**src/rtl/prog_loader.sv**
```systemverilog
// Boot-time program loader: parses a framed byte stream, writes the payload into RAM and
// releases the processor once the image checksum verifies.
module prog_loader #(
    parameter int unsigned          ADDR_W = 15,
    parameter int unsigned          DATA_W = 8,
    parameter logic [DATA_W-1:0]    SYNC   = 8'hA5
) (
    input  logic              clk,
    input  logic              rst,
    input  logic [DATA_W-1:0] in_data,
    input  logic              in_valid,
    output logic              in_ready,
    output logic [ADDR_W-1:0] ram_addr,
    output logic [DATA_W-1:0] ram_din,
    output logic              ram_we,
    output logic              busy,
    output logic              cpu_run,
    output logic              load_err
);

    localparam int unsigned WordW  = 2 * DATA_W;
    // Largest payload that fits in the address space without overlapping itself.
    localparam logic [32:0] MaxLen = 33'(1) << ADDR_W;

    typedef enum logic [3:0] {
        StIdle,
        StAddrH,
        StAddrL,
        StLenH,
        StLenL,
        StData,
        StCsum,
        StDone,
        StError
    } state_e;

    state_e            state_q, state_d;
    logic [DATA_W-1:0] hi_q, hi_d;        // shared holding byte for ADDR_H and LEN_H
    logic [ADDR_W-1:0] addr_q, addr_d;
    logic [WordW-1:0]  count_q, count_d;
    logic [DATA_W-1:0] sum_q, sum_d;
    logic [ADDR_W-1:0] ram_addr_q, ram_addr_d;
    logic [DATA_W-1:0] ram_din_q, ram_din_d;
    logic              ram_we_q, ram_we_d;
    logic [WordW-1:0]  word;

    assign word = {hi_q, in_data};

    // State and datapath registers with synchronous reset.
    always_ff @(posedge clk) begin
        if (rst) begin
            state_q    <= StIdle;
            hi_q       <= '0;
            addr_q     <= '0;
            count_q    <= '0;
            sum_q      <= '0;
            ram_addr_q <= '0;
            ram_din_q  <= '0;
            ram_we_q   <= 1'b0;
        end else begin
            state_q    <= state_d;
            hi_q       <= hi_d;
            addr_q     <= addr_d;
            count_q    <= count_d;
            sum_q      <= sum_d;
            ram_addr_q <= ram_addr_d;
            ram_din_q  <= ram_din_d;
            ram_we_q   <= ram_we_d;
        end
    end

    // Frame parser: advances one field per accepted byte.
    always_comb begin
        state_d    = state_q;
        hi_d       = hi_q;
        addr_d     = addr_q;
        count_d    = count_q;
        sum_d      = sum_q;
        ram_addr_d = ram_addr_q;
        ram_din_d  = ram_din_q;
        ram_we_d   = 1'b0;
        if (in_valid) begin
            case (state_q)
                StIdle, StDone, StError: begin
                    if (in_data == SYNC) begin
                        state_d = StAddrH;
                        sum_d   = '0;
                        count_d = '0;
                    end
                end
                StAddrH: begin
                    hi_d    = in_data;
                    state_d = StAddrL;
                end
                StAddrL: begin
                    addr_d  = word[ADDR_W-1:0];
                    state_d = StLenH;
                end
                StLenH: begin
                    hi_d    = in_data;
                    state_d = StLenL;
                end
                StLenL: begin
                    if (33'(word) > MaxLen) begin
                        state_d = StError;
                    end else if (word == '0) begin
                        state_d = StCsum;
                    end else begin
                        count_d = word;
                        state_d = StData;
                    end
                end
                StData: begin
                    ram_we_d   = 1'b1;
                    ram_addr_d = addr_q;
                    ram_din_d  = in_data;
                    addr_d     = addr_q + 1'b1;
                    sum_d      = sum_q + in_data;
                    count_d    = count_q - 1'b1;
                    if (count_q == WordW'(1)) begin
                        state_d = StCsum;
                    end
                end
                StCsum: begin
                    state_d = (in_data == sum_q) ? StDone : StError;
                end
                default: state_d = StIdle;
            endcase
        end
    end

    // Outputs: the write port is registered, status flags decode directly from the state.
    always_comb begin
        in_ready = 1'b1;
        ram_addr = ram_addr_q;
        ram_din  = ram_din_q;
        ram_we   = ram_we_q;
        cpu_run  = (state_q == StDone);
        load_err = (state_q == StError);
        busy     = !((state_q == StIdle) || (state_q == StDone) || (state_q == StError));
    end

endmodule

```
**config.mk**
```make
export PLATFORM = sky130hd
export DESIGN_NAME = prog_loader
export DESIGN_NICKNAME = d
export VERILOG_FILES = /design/src/rtl/prog_loader.sv
export SDC_FILE = /design/constraint.sdc
export NUM_CORES = 1
export LEC_CHECK = 0
export CORE_MARGIN = 5
export CORE_UTILIZATION = 52
export CTS_CLUSTER_DIAMETER = 150
export DETAILED_ROUTE_END_ITERATION = 8
export PLACE_DENSITY = 0.76
export REMOVE_ABC_BUFFERS = 1
export SLEW_MARGIN = 20
export SYNTH_ARGS = -nofsm -noshare
export SYNTH_HDL_FRONTEND = slang
export SYNTH_SLANG_ARGS = --single-unit
```
**constraint.sdc**
```tcl
create_clock -name clk -period 2.1 [get_ports clk]
set_clock_uncertainty 0.1 [all_clocks]
set_input_delay 0.42 -clock clk [delete_from_list [all_inputs] [get_ports clk]]
set_output_delay 0.42 -clock clk [all_outputs]
set_load 0.01 [all_outputs]
```
==> summary.md <==
| Metric | Value |
|---|---|
| Status | complete, but fails checks |
| Failing checks | setup timing |
| Synth Flop Type | dfxtp_1 |
| Max Clk Rate | 470.2 MHz |
| Gpl congestion | 0.9124 |
| CTS root buf | clkbuf_8 |
| Io pins | 39 |
| WS Path Type | input pin to flop |
| Crit path max fanout | 5 |
| Drt initial violations | 443 |
| Final HPWL DP | approximately 8800 um |
| Netlist cell types | 68 |
| Initial Util | 53.37% |
| Via density | 6.244 |
| Die Footprint | about 10000 um2 |
| Hold-fix buffers, CTS | 0 |
| Tot Pwr | 0.002932 W |
| Hold Slack | 0.3591 ns |
| GR Overflow Total | 0 |
| MaxCap Viol Count | 0 |
| Switching Share | 25.16% |
| Critical Path AT | 2.26 ns |
| Combinational power share | around 6.5% |
| Vias in the first global route | 4325 |
| Yosys warning count | 0 |
| CTS tree | built |
| Initial DRT Pass Iterations | 5 |
| CTS sink count | 75 |
| N_diodes | 0 |
| Avg WL per Cell | 18.17 um |
| Inst Count DP | 702 |
| Seq pwr share | between 40 and 50% |
| RSZ-0062 raised after global routing | true |
| Final worst setup slack | -0.02693 ns |
| Post-synthesis instance area | just over 4000 um2 |
| Worst hold path type | flop to flop |
| Largest net degree at the start of global routing | 35 |
| FFs w/ async S/R, synth | 0% |
| Worst-Skew Late Latency | around 0.36 ns |
| Clock Power Share | 45.0% |
| Number of enable flip-flop cells after synthesis | 0 |
| Commonest non-fill, non-tap cell in the layout | buf_4 |
| Critical Path Start Type | input pin |
| # setup viols final | 2 |
| Longest Clk Path Bufs | 2 |
| Avg Cell Area, Syn | 7.905 um2 |
| Fill cells | 542 |
| Slew headroom | between 30% and 40% |
| Final nets | 640 |
| Pleak | 2.035 nW |
| Crit path required time | 2.24 ns |
| Total track usage | between 20% and 30% |
| Flops & latches, synth | 75 |
| Initial antenna violation count | 0 |
| PD cells | between 500 and 600 nW/um2 |
| Most frequent cells in the layout | buf_4, nand2_1, dfxtp_1 |
| Crit end category | flop |
| H-tree Lvls | 3 |
| Area grow syn2layout | 38.49% |
| Setup_tns | -0.03511 ns |
| Core area | 7687 um2 |
| Die X | around 100 um |
| Share of cells above drive strength 1 | 24.40% |
| First-pass GRT wire length | 21120 um |
| Worst-path clk slew | roughly 0.090 ns |
| Residual DRC | 0 |
| Maximum VDD drop | ~0.43 mV |
| Routed Antenna Nets | 0 |
| Post-synthesis sequential area ratio | 36.60% |
| Slew Limit Fails | 0 |
| CTS Buf Count | 9 |
| Die extent in y | 98.83 um |
| Routed WL | 13170 um |
| Fin cells | between 700 and 800 |
| Final Hold Violating Endpoints | 0 |
| Buffers on Ports | 37 |
| Cell internal pwr | ~0.0022 W |
| Worst slew pin tran | 0.9099 ns |
| Via count | 4527 |
| Total net switching power | 0.0007376 W |
| Mapped Cells | 519 |
| Tmin final | between 2 and 2.5 ns |
| Rows | 32 |
| Fin crit share | 101.3% |
[worst max-delay path, stage by stage]
cell and delay [ns]:
buf_6 0.10, or4_4 0.57, a2bb2oi_4 0.17, or3_4 0.43, buf_8 0.17, o311ai_4 0.28, o31ai_1 0.12
[kinds of logic after synthesis]
group | share of synthesized area (%)
muxes | 2.226
adders and majority gates | 3.538
DFF | 36.60
buffers and inverters | 5.093
xor gates and xnor gates | 2.348
and+or+nand+nor | 23.06
other | 0.09140
AOI/OAI and AO/OA | 27.05
[stage by stage]
stage	setup WS, ns	utilization [%]	area, um2
global route	-0.03905	73.91	5682
floorplan	-2.533	-	3954
detailed placement	-0.7798	66.36	5101
global placement	-0.6810	66.36	5101
CTS	-0.08285	72.23	5553
finish	-0.02693	73.91	5682
[per-layer routing]
layer / vias up / global-route usage (%) / routed length [um]
met4: 0 / 12.29 / 451
met2: 236 / 43.08 / 6239
li1: 2113 / - / -
met5: - / 0 / 0
met1: 2136 / 33.73 / 5399
met3: 42 / 4.812 / 1082
[synth_stat cells (all sizes together) (4+ instances only)]
master	instances	area share, %
dfxtp	75	37
nand2	74	6.8
a21oi	56	6.8
nor2	47	4.5
clkbuf	27	2.5
o21ai	18	2.2
inv	16	1.5
nor3	13	1.7
a22oi	12	2.2
o31ai	12	2.2
ha	10	3.0
nor4	10	1.5
a211oi	9	1.6
nand3	9	1.1
nand4	9	1.4
and2	8	1.2
buf	8	1.2
mux2i	8	2.0
o311ai	8	1.9
a311oi	6	1.3
a32oi	6	1.3
xnor2	6	1.3
a31oi	5	0.76
o21a	5	0.92
xor2	5	1.1
o31a	4	0.85
or3	4	0.61
[what timing repair did]
action	4_1_cts	5_1_grt
pin swaps	8	16
buffers inserted	4	0
gates cloned	3	0
resized for setup	50	41
hold endpoints to repair	0	0
endpoints found under the setup margin	31	23
[layout make-up]
| type | count | area, um2 | share of cell area (%) |
|---|---|---|---|
| clock buffer | 9 | 123.9 | 2.180 |
| clock inverter | 7 | 108.9 | 1.916 |
| inverter | 16 | 60.06 | 1.057 |
| multi-input combinational | 395 | 2710 | 47.70 |
| sequential | 75 | 1514 | 26.65 |
| tap | 102 | 127.6 | 2.246 |
| timing repair buffer | 121 | 1037 | 18.26 |
[worst paths after layout]
kind                             from                        to  slack [ns]  depth (start not counted)
max                        in_data[4]  count_q[12]$_SDFFE_PP0P_       -0.03                          7
min          ram_addr[5]$_SDFFE_PP0P_  ram_addr[5]$_SDFFE_PP0P_        0.36                          2
max reg2reg   state_q[0]$_SDFFE_PP0P_  count_q[12]$_SDFFE_PP0P_        0.03                          7
min reg2reg  ram_addr[5]$_SDFFE_PP0P_  ram_addr[5]$_SDFFE_PP0P_        0.36                          2
[flip-flops by register name, indices dropped and copies added (netlist names)]
| register | cells |
|---|---|
| count_q | 16 |
| sum_q | 8 |
| ram_addr | 15 |
| hi_q | 8 |
| addr_q | 15 |
| state_q | 4 |
| ram_din | 8 |
| ram_we | 1 |
[power groups by stage]
stage | Combinational (W) | Clock, W | Sequential, W
floorplan | 0.0000506 | 0 | 0.00146
global placement | 0.000167 | 0 | 0.00146
detailed placement | 0.000170 | 0 | 0.00146
CTS | 0.000179 | 0.00133 | 0.00142
global route | 0.000203 | 0.00140 | 0.00142
finish | 0.000191 | 0.00132 | 0.00142
Power figures use the tool's default switching activity.
